[config.mk]
export PLATFORM = sky130hd
export DESIGN_NAME = song_sequencer
export DESIGN_NICKNAME = d
export VERILOG_FILES = /design/src/rtl/song_sequencer.sv
export SDC_FILE = /design/constraint.sdc
export NUM_CORES = 1
export LEC_CHECK = 0
export ABC_AREA = 1
export BUFFER_PORTS_ARGS = -buffer_cell sky130_fd_sc_hd__buf_2
export CAP_MARGIN = 20
export CORE_MARGIN = 2
export CORE_UTILIZATION = 31
export DETAILED_ROUTE_END_ITERATION = 8
export SLEW_MARGIN = 20
export SYNTH_ARGS = -nofsm -noshare
export SYNTH_HDL_FRONTEND = slang
export SYNTH_SLANG_ARGS = --single-unit
[constraint.sdc]
create_clock -name clk -period 5.1 [get_ports clk]
set_clock_uncertainty 0.05 [all_clocks]
set_input_delay 0 -clock clk [delete_from_list [all_inputs] [get_ports clk]]
set_output_delay 0 -clock clk [all_outputs]
set_load 0.02 [all_outputs]
[src/rtl/song_sequencer.sv]
// Song ROM sequencer: fetches note words from a synchronous-read ROM and presents
// each one on a registered three-voice note bus for a programmed number of tempo ticks.
module song_sequencer #(
   parameter int ADDR_W   = 8,
   parameter int TICK_DIV = 250000,
   parameter int DUR_W    = 8
) (
   input  logic              clk,
   input  logic              rst,
   input  logic              play,
   input  logic              restart,
   input  logic              loop_en,
   output logic [ADDR_W-1:0] mem_addr,
   input  logic [27+DUR_W:0] mem_data,
   output logic [26:0]       notes,
   output logic              beat,
   output logic              playing,
   output logic              done
);

   localparam int PRESC_W = (TICK_DIV > 2) ? $clog2(TICK_DIV) : 1;
   localparam logic [PRESC_W-1:0] PRESC_LAST = PRESC_W'(TICK_DIV - 1);

   typedef enum logic [2:0] {
      IDLE  = 3'd0,
      FETCH = 3'd1,
      LOAD  = 3'd2,
      HOLD  = 3'd3,
      DONE  = 3'd4
   } state_t;

   state_t             state_q, state_d;
   logic [ADDR_W-1:0]  addr_d;
   logic [26:0]        notes_d;
   logic [26:0]        word_q, word_d;
   logic [DUR_W-1:0]   dur_q, dur_d;
   logic [PRESC_W-1:0] presc_q, presc_d;
   logic               beat_d, done_d, playing_d;

   function automatic logic word_end(input logic [27+DUR_W:0] w);
      return w[27+DUR_W];
   endfunction

   function automatic logic [DUR_W-1:0] word_dur(input logic [27+DUR_W:0] w);
      return w[26+DUR_W:27];
   endfunction

   function automatic logic [ADDR_W-1:0] next_addr(input logic [ADDR_W-1:0] a);
      return a + ADDR_W'(1);
   endfunction

   always_ff @(posedge clk or posedge rst) begin
      if (rst) begin
         state_q  <= IDLE;
         mem_addr <= '0;
         notes    <= '0;
         word_q   <= '0;
         dur_q    <= '0;
         presc_q  <= '0;
         beat     <= 1'b0;
         done     <= 1'b0;
         playing  <= 1'b0;
      end else begin
         state_q  <= state_d;
         mem_addr <= addr_d;
         notes    <= notes_d;
         word_q   <= word_d;
         dur_q    <= dur_d;
         presc_q  <= presc_d;
         beat     <= beat_d;
         done     <= done_d;
         playing  <= playing_d;
      end
   end

   always_comb begin
      state_d = state_q;
      addr_d  = mem_addr;
      notes_d = notes;
      word_d  = word_q;
      dur_d   = dur_q;
      presc_d = presc_q;
      beat_d  = 1'b0;
      done_d  = done;

      if (restart) begin
         state_d = play ? FETCH : IDLE;
         addr_d  = '0;
         notes_d = '0;
         word_d  = '0;
         dur_d   = '0;
         presc_d = '0;
         done_d  = 1'b0;
      end else begin
         case (state_q)
            IDLE: begin
               if (play) state_d = FETCH;
            end
            FETCH: begin
               if (play) state_d = LOAD;
            end
            // ROM output is valid here; a paused LOAD simply re-evaluates next cycle.
            LOAD: begin
               if (play) begin
                  if (word_end(mem_data)) begin
                     if (loop_en) begin
                        addr_d  = '0;
                        state_d = FETCH;
                     end else begin
                        notes_d = '0;
                        done_d  = 1'b1;
                        state_d = DONE;
                     end
                  end else if (word_dur(mem_data) == '0) begin
                     addr_d  = next_addr(mem_addr);
                     state_d = FETCH;
                  end else begin
                     notes_d = mem_data[26:0];
                     word_d  = mem_data[26:0];
                     dur_d   = word_dur(mem_data);
                     presc_d = '0;
                     beat_d  = 1'b1;
                     addr_d  = next_addr(mem_addr);
                     state_d = HOLD;
                  end
               end
            end
            // Pause mutes the bus but keeps word_q and both counters frozen.
            HOLD: begin
               if (play) begin
                  notes_d = word_q;
                  if (presc_q == PRESC_LAST) begin
                     presc_d = '0;
                     dur_d   = dur_q - DUR_W'(1);
                     if (dur_q == DUR_W'(1)) state_d = FETCH;
                  end else begin
                     presc_d = presc_q + PRESC_W'(1);
                  end
               end else begin
                  notes_d = '0;
               end
            end
            DONE: begin
               notes_d = '0;
               done_d  = 1'b1;
            end
            default: begin
               state_d = IDLE;
            end
         endcase
      end

      playing_d = play && ((state_d == FETCH) || (state_d == LOAD) || (state_d == HOLD));
   end

endmodule

# [Word-level counts from Yosys, hierarchy flattened]
# Index checks and enable logic that the tools add are counted.
[totals] ramBits=0 mem_bits_ro=0 memories=0 input_bits=41 output_inout_bits=38 ff_bits=94 latchBits=0 word_cells=101
[classes] reduce_logical=16 n_lt_le_gt_ge=0 mux=52 mul=0 addsub=3 div_mod_pow=0 shifts=0 bitwise=0 eq_ne=21
[ops] operator="$mux 27" n=10
[ops] operator="$mux 18" n=6
[ops] operator="$mux 8" n=11
[ops] operator="$pmux 27 s3" n=1
[ops] operator="$pmux 18 s2" n=1
[ops] operator="$mux 3" n=9
[ops] operator="$ne 3x3->1 const B" n=8
[ops] operator="$add 18x1->18 const B" n=1
[ops] operator="$eq 18x18->1 const B" n=1
[ops] operator="$pmux 8 s2" n=1
[ops] operator="$pmux 3 s5" n=1
[ops] operator="$eq 3x2->1 const B" n=4
[ops] operator="$reduce_and 4->1" n=3
[ops] operator="$mux 1" n=10
[ops] operator="$add 8x1->8 const B" n=1
[ops] operator="$eq 8x1->1 const B" n=1
[ops] operator="$logic_not 8->1" n=1
[ops] operator="$ne 4x4->1 const B" n=2
[ops] operator="$sub 8x1->8 const B" n=1
[ops] operator="$eq 3x1->1 const B" n=2
[ops] operator="$reduce_and 6->1" n=1
[ops] operator="$reduce_bool 3->1" n=2
[ops] operator="$reduce_and 5->1" n=1
[ops] operator="$ne 2x2->1 const B" n=2
[ops] operator="other kinds (9)" n=11

# [Depth between registers and ports, before layout]
# Gate-level depths: netlist (run 1).
[logic_depth] ltp_word=10 mapped_depth=13 mapped_depth_nobuf=12

# [Worst setup path after synthesis (run 1)]
# OpenSTA, ideal clock, no wires.
[synth_path] path_kind="register -> register" from="register state_q[2]" to="register mem_addr[5]" arrival_time_ps=1382 path_stages_with_launch=11 path_slack_ps=3548 setup_time_ps=120 path_buffers=0 required_time_ps=4930 period_less_slack_ps=1552 cell_sequence="dfrtp_1 > inv_1 > nand2_2 > nor2_2 > nand2_1 > nand2_2 > inv_1 > nor2_1 > inv_1 > o21ai_0 > nor2_1"
[synth_via] elab_chain_len=3
[synth_lines] element="start: declaration" line="32" source="state_t state_q, state_d;"
[synth_lines] element="start signal: assignment" line="64" source="state_q <= state_d;"
[synth_lines] element="$eq 3x2->1" line="95" source="case (state_q)"
[synth_lines] element="$reduce_bool 2->1 (no line)"
[synth_lines] element="$reduce_and 3->1 (no line)"
[synth_lines] element="end signal: assignment" line="65" source="mem_addr <= addr_d;"
[synth_lines] element="end: declaration" line="13" source="output logic [ADDR_W-1:0] mem_addr,"
# No other way between the ends.
# A chain may end at the register's enable or synchronous reset.

# [Final worst setup path (run 1)]
[layout_path] from="input play" to="register dur_q[5]"
[layout_via] elab_chain_len=2 elab_cells_between_ends=3 cone_classes="2 x eq/ne; 1 x reduce/logical"
[layout_lines] element="start: declaration" line="10" source="input logic play,"
[layout_lines] element="$ne 3x3->1 (no line)"
[layout_lines] element="$reduce_and 6->1 (no line) (*)"
[layout_lines] element="end signal: assignment" line="68" source="dur_q <= dur_d;"
[layout_lines] element="end: declaration" line="36" source="logic [DUR_W-1:0] dur_q, dur_d;"
# Mark *: on every way between the ends. The rest lies on a longest branch, timed or not.

==> metrics.yaml, run 1 <==
status: "finished, final reports clean"
crit_path_start_kind: "input pin"
die_area_mm2: 0.0183
row_count: 48
ir_drop_mv: 0.163
vias: 4711
rr_startpoint: "state_q[2]"
clk_latency_ns: 0.36
layout_common_cells: "167 x nand2_1, 94 x dfrtp_1, 88 x inv_1"
dp_hpwl_um: 8940
timing.hold.ws_ns: 0.0119
period_share_pct: 50.6
avgRoutedWirePerCell_um: 13.2
netlist_top_cells_area: "dfrtp_1 44%, nand2_1 12%, inv_1 6.3%"
cts_max_path_buffers: 2
synth_area_mm2: 0.00534
path_max_fanout: 33
power.density_mw_per_mm2: 313
grt_pass1_vias: 4596
ant_nets: 0
synth_nets: 742
chipHeight_um: 135
fp.coreArea_mm2: 0.0171
drv_slew: 0
crit_end: "dur_q[5]"
netlist_instances: 697
fmax_mhz: 387
leakage_uw: 0.00300
crit_required_ns: 5.34
finalSetupViolCount: 0
crit_path_start: "play"
clock_sinks: 94
initial_core_util_pct: 31.3
clock-root-buffer: "clkbuf_16"
drt-initial-drc-count: 249
cp-end-kind: "flop"
dr.pass1.iters: 5
final_common_cell: "nand2_1"
drc: 0
fp.dieW_um: 135
clkTransAtPathRegs_ns: 0.07
max_slew_margin_pct: 35.3
hold_path_class: "input pin to flop"
cts_htree_levels: 3
tritoncts: "yes"
syn_area_per_cell_um2: 7.67
top_level_ports: 79
r2r_slack_ns: 3.00
yosysTopAreaCell: "dfrtp_1"
antenna_found_initial: 0
drv_cap: 0
cts_buffers: 9
yosys_warnings: 0
avgViaCountPerCell: 4.61
tns_ns: 0
area_growth_pct: 21.5
rsz0062_at_grt: "false"
synth_top_cell_area_share_pct: 44.0
regArea_mm2: 0.00235
grt_max_degree: 64
final_hold_viol_count: 0
fillers: 1805
finalWeightedCongestion: 0.827
portBuffers: 78
grt_usage_pct: 15.6
fin_crit_ns: 2.58
tightest_slew_ns: 0.964
overflow: 0
seq_area_frac_synth_pct: 44.0
wirelength_um: 13500
worstSetupPathType: "input pin to flop"
diodes: 0
r2r_cells: 7
synth-seq-cells: 94
r2r-end: "word_q[25]"
fin_nets: 836
drive_above_1_share_pct: 17.2
multi_input_area_mm2: 0.00241
grt_pass1_wl_um: 22800
worstPathArrival_ns: 2.82
ys_types: 40
report_power, final:
part	leakage, uW	internal, uW	total, uW	switching (uW)
sequential	0.00128	807	848	41.2
clock	0.000156	393	725	332
combinational	0.00157	153	461	308
total	0.00300	1350	2030	682
state kept, by name (all words and copies together) (netlist names):
| signal | flops |
|---|---|
| dur_q | 8 |
| state_q | 3 |
| done | 1 |
| mem_addr | 8 |
| presc_q | 18 |
| notes | 27 |
| playing | 1 |
| word_q | 27 |
| beat | 1 |
critical path, cell delays in order:
cell and delay [ns]:
dlygate4sd3_1 0.51, buf_2 0.18, clkinv_1 0.77, o21ai_2 0.45, nand2_4 0.18, inv_4 0.25, nand2_8 0.13, inv_2 0.19
nand2_1 0.08, nand2_1 0.06
area by class of cell:
class / count / area share (%)
Timing Repair Buffer: 116 / 11.8
Tap cell: 225 / 4.34
Clock inverter: 7 / 1.33
Sequential cell: 94 / 36.2
Multi-Input combinational cell: 474 / 37.2
Clock buffer: 9 / 3.47
Inverter: 96 / 5.63
cell families after synthesis:
family / share of synthesized area, %
simple gates: 27.5
compound gates: 16.1
buf+inv: 10.8
flops: 44.0
xor+xnor: 0.656
fa+ha+maj: 0.937
through the flow:
| step | cells | power, uW | worst slack, ns | area, um^2 | utilization (%) |
|---|---|---|---|---|---|
| 3_3_place_gp | 969 | 1300 | 2.90 | 5820 | 34.1 |
| 6_report | 1021 | 2030 | 2.52 | 6490 | 38.1 |
| 2_1_floorplan | 697 | 1200 | 2.60 | 5340 | - |
| 3_5_place_dp | 969 | 1310 | 2.82 | 5820 | 34.1 |
| 4_1_cts | 1021 | 2060 | 2.66 | 6490 | 38.1 |
| 5_1_grt | 1021 | 2160 | 2.24 | 6490 | 38.1 |
cells in the mapped netlist (all sizes together):
| master | count |
|---|---|
| a21oi | 12 |
| a31oi | 1 |
| a32o | 1 |
| buf | 24 |
| clkbuf | 9 |
| dfrtp | 94 |
| ha | 4 |
| inv | 96 |
| nand2 | 178 |
| nand3 | 54 |
| nand4 | 8 |
| nor2 | 66 |
| nor3 | 19 |
| nor3b | 1 |
| o211ai | 9 |
| o21ai | 81 |
| o21bai | 2 |
| o22ai | 13 |
| o31ai | 19 |
| or2 | 2 |
| xnor2 | 1 |
| xor2 | 3 |
worst min-delay path by stage:
| stage | start | to | slack [ns] | depth (start not counted) |
|---|---|---|---|---|
| final | mem_data[33] | dur_q[6] | 0.01 | 5 |
| after floorplan | mem_data[0] | word_q[0] | 0.07 | 2 |
| after global routing | mem_data[33] | dur_q[6] | 0.04 | 5 |
| after CTS | mem_data[33] | dur_q[6] | 0.005 | 5 |
| after global placement | rst | presc_q[16] | -0.007 | 2 |
| after detailed placement | rst | presc_q[16] | -0.002 | 2 |
per-layer routing:
metal | up-vias | global-route usage [%] | part of all wire [%] | wire length [um]
li1 | 2446 | - | - | -
met1 | 2171 | 20.8 | 49 | 6610
met2 | 80 | 25.3 | 46 | 6160
met3 | 14 | 3.97 | 3.9 | 520
met4 | 0 | 4.40 | 1.5 | 197
met5 | - | 0 | 0 | 0
repair_timing:
action,in CTS,in global routing
hold buffers,36,0
setup buffers,0,0
endpoints found under the setup margin,0,0
resized for setup,0,0
endpoints found under the hold margin,78,0
No activity file was read; power rests on OpenSTA's default activity.
==> run 2, diff against run 1 <==
==> constraint.sdc (replaced) <==
create_clock -name clk -period 2.6 [get_ports clk]
set_clock_uncertainty 0.05 [all_clocks]
set_input_delay 0 -clock clk [delete_from_list [all_inputs] [get_ports clk]]
set_output_delay 0 -clock clk [all_outputs]
set_load 0.02 [all_outputs]
==> metrics.yaml, run 2 (synthesized netlist as in run 1, its figures left out) <==
tritoncts: "yes"
regArea_mm2: 0.00235
hold_path_class: "input pin to flop"
max_slew_margin_pct: 59.0
row_count: 48
fin_crit_ns: 2.02
clock-root-buffer: "clkbuf_16"
placed_area_mm2: 0.00588
period_share_pct: 77.6
finalSetupViolCount: 0
antenna_found_initial: 0
fp.coreArea_mm2: 0.0171
leakage_uw: 0.00302
drt-initial-drc-count: 326
chipHeight_um: 135
path_cells: "inv_1, nand2_2, nor2_4, nor2_8, inv_2, o31ai_1, nand3_1, o21ai_1"
cp_slowest_cell: "dfrtp_1"
drive_above_1_share_pct: 17.9
post_cts_resized: 0
status: "finished, final reports clean"
dp_hpwl_um: 9170
fmax_mhz: 495
cts_hold_buffers: 33
area_growth_pct: 21.6
critPathBufInv: 2
portBuffers: 78
final_common_cell: "nand2_1"
drv_cap: 0
cts_htree_levels: 3
fillers: 1805
rsz0062_at_grt: "false"
tns_ns: 0
worstPathArrival_ns: 2.19
post_cts_buffers: 0
path_max_fanout: 36
wirelength_um: 13800
clk_latency_ns: 0.35
initial_core_util_pct: 31.3
overflow: 0
layout_common_cells: "167 x nand2_1, 94 x dfrtp_1, 89 x inv_1"
max_stage_delay_ns: 0.41
ir_drop_mv: 0.309
cts_buffers: 9
power.total_uw: 3910
fin_nets: 839
cp_top_family: "simple AND/OR/NAND/NOR gates"
top_regs: "notes: 27 flops, word_q: 27 flops, presc_q: 18 flops"
grt_pass1_wl_um: 23200
grt_max_degree: 55
grt_pass1_vias: 4634
die_area_mm2: 0.0183
worstSetupPathType: "flop to flop"
final_hold_viol_count: 0
tightest_slew_ns: 0.615
clkTransAtPathRegs_ns: 0.08
fin_area_mm2: 0.00650
top_level_ports: 79
fp.dieW_um: 135
avgViaCountPerCell: 4.69
clock_sinks: 94
drc: 0
grt_usage_pct: 16.0
vias: 4802
drv_slew: 0
cts_max_path_buffers: 2
cp-end-kind: "flop"
crit_required_ns: 2.77
diodes: 0
ant_nets: 0
power.density_mw_per_mm2: 602
finalWeightedCongestion: 0.846
utilization_pct: 38.1
avgRoutedWirePerCell_um: 13.5
crit_path_start_kind: "flop"
multi_input_area_mm2: 0.00241
dr.pass1.iters: 4
## run 2: changes by cell type in the layout (fill, tap and decap cells not counted), sizes merged
| cell | before | now |
|---|---|---|
| dlygate4sd3 | 36 | 33 |
| bufinv | 1 | 0 |
| buf | 80 | 86 |
| clkinv | 3 | 4 |
## run 2: final cells by class
| cell class | instances | share of cell area, % |
|---|---|---|
| Multi-Input combinational cell | 474 | 37.2 |
| Sequential cell | 94 | 36.2 |
| Timing Repair Buffer | 119 | 12.2 |
| Inverter | 96 | 5.62 |
| Tap cell | 225 | 4.33 |
| Clock buffer | 9 | 3.46 |
| Clock inverter | 7 | 1.04 |
## run 2: worst register-to-register path, stage by stage, from the launching register on
cell and delay, ns:
dfrtp_1 0.41, inv_1 0.17, nand2_2 0.13, nor2_4 0.34
nor2_8 0.18, inv_2 0.34, o31ai_1 0.13, nand3_1 0.08
o21ai_1 0.07
## run 2: final timing paths
check | startpoint | to | slack [ns] | cells after the start
worst max-delay path | state_q[2] | notes[24] | 0.58 | 8
worst min-delay path | mem_data[29] | dur_q[2] | 0.01 | 5
worst max register to register | state_q[2] | notes[24] | 0.58 | 8
worst min register to register | notes[5] | notes[5] | 0.44 | 2
max in group asynchronous | rst | word_q[0] | 1.59 | 4
min in group asynchronous | rst | notes[23] | 0.22 | 3
## run 2: through the flow
| step | setup WS [ns] | hold WS (ns) | instances |
|---|---|---|---|
| finish | 0.581 | 0.0110 | 1024 |
| global route | 0.380 | 0.0460 | 1024 |
| CTS | 0.583 | 0.00264 | 1024 |
| detailed placement | 0.582 | 0.0846 | 975 |
| global placement | 0.611 | 0.0811 | 975 |
| floorplan | 0.101 | 0.0710 | 697 |
## run 2: per-layer routing
| metal | vias to the layer above | track usage, % | share of wire [%] |
|---|---|---|---|
| met5 | - | 0 | 0 |
| met4 | 0 | 4.75 | 1.7 |
| met3 | 15 | 3.33 | 4.0 |
| met2 | 95 | 25.7 | 46 |
| met1 | 2230 | 21.7 | 48 |
| li1 | 2462 | - | - |
## run 2: power by group
group	internal (uW)	total [uW]	switching (uW)	leakage, uW
logic	307	921	614	0.00159
clock network	673	1320	651	0.000145
registers	1580	1670	82.9	0.00128
==> run 3, diff against run 2 <==
--- a/config.mk
+++ b/config.mk
@@ -5,7 +5,7 @@
 export SDC_FILE = /design/constraint.sdc
 export NUM_CORES = 1
 export LEC_CHECK = 0
-export ABC_AREA = 1
+export ABC_AREA = 0
 export BUFFER_PORTS_ARGS = -buffer_cell sky130_fd_sc_hd__buf_2
 export CAP_MARGIN = 20
 export CORE_MARGIN = 2
==> constraint.sdc (replaced) <==
create_clock -name clk -period 2 [get_ports clk]
set_clock_uncertainty 0.05 [all_clocks]
set_input_delay 0 -clock clk [delete_from_list [all_inputs] [get_ports clk]]
set_output_delay 0 -clock clk [all_outputs]
set_load 0.02 [all_outputs]
==> metrics.yaml, run 3 <==
dr.pass1.iters: 5
dp_slack_ns: -0.118
yosysTopAreaCell: "dfrtp_1"
clkTransAtPathRegs_ns: 0.07
tns_ns: 0
crit_required_ns: 2.18
ir_drop_mv: 0.484
p_sw_uw: 1150
grt_usage_pct: 15.6
diodes: 0
status: "finished, final reports clean"
synthArstFlopShare_pct: 100
layout_common_cells: "93 x dfrtp_1, 78 x buf_2, 48 x nor2_1"
crit_path_start_kind: "flop"
drv_slew: 0
avgRoutedWirePerCell_um: 15.4
clk_latency_ns: 0.35
drc: 0
busiest_layer: "met2"
netlist_top_cells_area: "dfrtp_1 49%, a22o_1 5.7%, mux2_1 4.7%"
ys_types: 57
worstPathArrival_ns: 2.13
clock_sinks: 94
synth_commonest_cells: "94 x dfrtp_1, 51 x nor2_1, 31 x a22o_1"
initial_core_util_pct: 31.5
seq_power_share_pct: 44.5
drv_cap: 0
synth_area_mm2: 0.00477
instances_no_fill: 805
p_int_uw: 3330
cp-end-kind: "flop"
path_max_fanout: 27
avgViaCountPerCell: 5.21
power.density_mw_per_mm2: 696
row_count: 45
finalWeightedCongestion: 0.842
ys.flop_type: "dfrtp_1"
overflow: 0
use_met3_pct: 3.84
grt_pass1_vias: 4130
grtUsageMet2_pct: 24.0
drive_above_1_share_pct: 29.5
placed_area_mm2: 0.00566
area_growth_pct: 35.0
rsz0062_at_grt: "true"
leakage_uw: 0.00301
synth_nets: 509
seq_area_frac_synth_pct: 49.3
fp.dieW_um: 128
tightest_slew_ns: 0.743
dp_hpwl_um: 8560
top_regs: "notes: 27 flops, word_q: 27 flops, presc_q: 18 flops"
ant_nets: 0
clock-root-buffer: "clkbuf_16"
period_share_pct: 97.6
vias: 4194
synth_most_common_cell: "dfrtp_1"
antenna_found_initial: 0
drt-initial-drc-count: 217
setup_ws_ns: 0.0472
synth_top_cell_area_share_pct: 49.3
p_clk_share_pct: 41.5
pwr-share-comb_pct: 14.0
cts_htree_levels: 3
cts_max_path_buffers: 2
finalSetupViolCount: 0
hold_path_class: "input pin to flop"
final_hold_viol_count: 0
tritoncts: "yes"
swShare_pct: 25.6
top_level_ports: 79
dp_cells: 749
synth_edf_count: 0
fmax_mhz: 512
syn_area_per_cell_um2: 10.3
use_met1_pct: 22.1
max_slew_margin_pct: 50.3
grt_max_degree: 39
grt_pass1_wl_um: 20500
fin_area_mm2: 0.00644
worstSetupPathType: "flop to flop"
die_area_mm2: 0.0164
yosys_warnings: 0
synth-seq-cells: 94
wirelength_um: 12400
fp.coreArea_mm2: 0.0151
netlist_instances: 464
chipHeight_um: 128
portBuffers: 78
final_common_cell: "dfrtp_1"
fin_crit_ns: 1.95
cts_buffers: 9
fin_nets: 657
run 3: cell types whose count changed in the layout (fill, tap and decap cells not counted), moves of 31 or more:
cell and delta:
a22o_1 +31, buf_4 +38, inv_1 -76, nand2_1 -149
nand3_1 -37
run 3: power by group through the flow:
stage	clock [uW]	combinational (uW)	sequential, uW
floorplan	0	283	2080
global placement	0	550	2030
detailed placement	0	553	2030
CTS	1910	625	1990
global route	2000	684	2000
finish	1860	627	2000
run 3: cell type report:
| class | instances | area, um^2 |
|---|---|---|
| fill | 1457 | 8700 |
| multi-input combinational | 329 | 2290 |
| timing repair buffer | 164 | 1180 |
| clock inverter | 6 | 95.1 |
| clock buffer | 10 | 229 |
| inverter | 14 | 56.3 |
| sequential | 94 | 2350 |
| tap | 188 | 235 |
run 3: worst max-delay path, stage by stage (launching register included):
cell	delay (ns)
dfrtp_1	0.41
and3b_2	0.29
buf_4	0.19
a211oi_2	0.25
o21ai_2	0.12
buf_12	0.18
mux2_1	0.33
run 3: layer usage:
metal	vias up	wire length, um
li1	2016	-
met1	2035	6110
met2	125	5590
met3	18	548
met4	0	133
met5	-	0
run 3: repair_timing:
item                                   4_1_cts  5_1_grt
setup endpoints to repair                   60       69
resized for setup                            6        9
endpoints found under the hold margin       77        0
cloned                                       1        0
hold buffers                                37        0
buffers inserted                             0        2
pin swaps                                    1        2
run 3: stage by stage:
step / total power (uW) / hold WS (ns) / utilization (%)
2_1_floorplan: 2360 / 0.0825 / -
3_3_place_gp: 2580 / 0.0742 / 37.4
3_5_place_dp: 2580 / 0.0711 / 37.4
4_1_cts: 4530 / 0.0634 / 42.2
5_1_grt: 4680 / 0.0937 / 42.5
6_report: 4480 / 0.0792 / 42.5
run 3: logic make-up after synthesis:
family | Yosys count | share of synthesized area, %
adder cells (fa/ha/maj) | 4 | 1.05
multiplexers | 29 | 6.79
buffers and inverters | 42 | 4.33
AO/OA/AOI/OAI | 142 | 21.5
AND/OR/NAND/NOR | 151 | 16.7
flip-flops | 94 | 49.3
XOR/XNOR | 2 | 0.367
run 3: worst paths after layout:
kind | cells past startpoint | slack, ns | from | to
worst max-delay path | 6 | 0.05 | state_q[0] | notes[0]
worst min-delay path | 4 | 0.08 | mem_data[28] | dur_q[1]
worst max register to register | 6 | 0.05 | state_q[0] | notes[0]
worst min register to register | 1 | 0.43 | notes[16] | notes[16]
max in group asynchronous | 4 | 1.09 | rst | notes[12]
min in group asynchronous | 3 | 0.23 | rst | beat
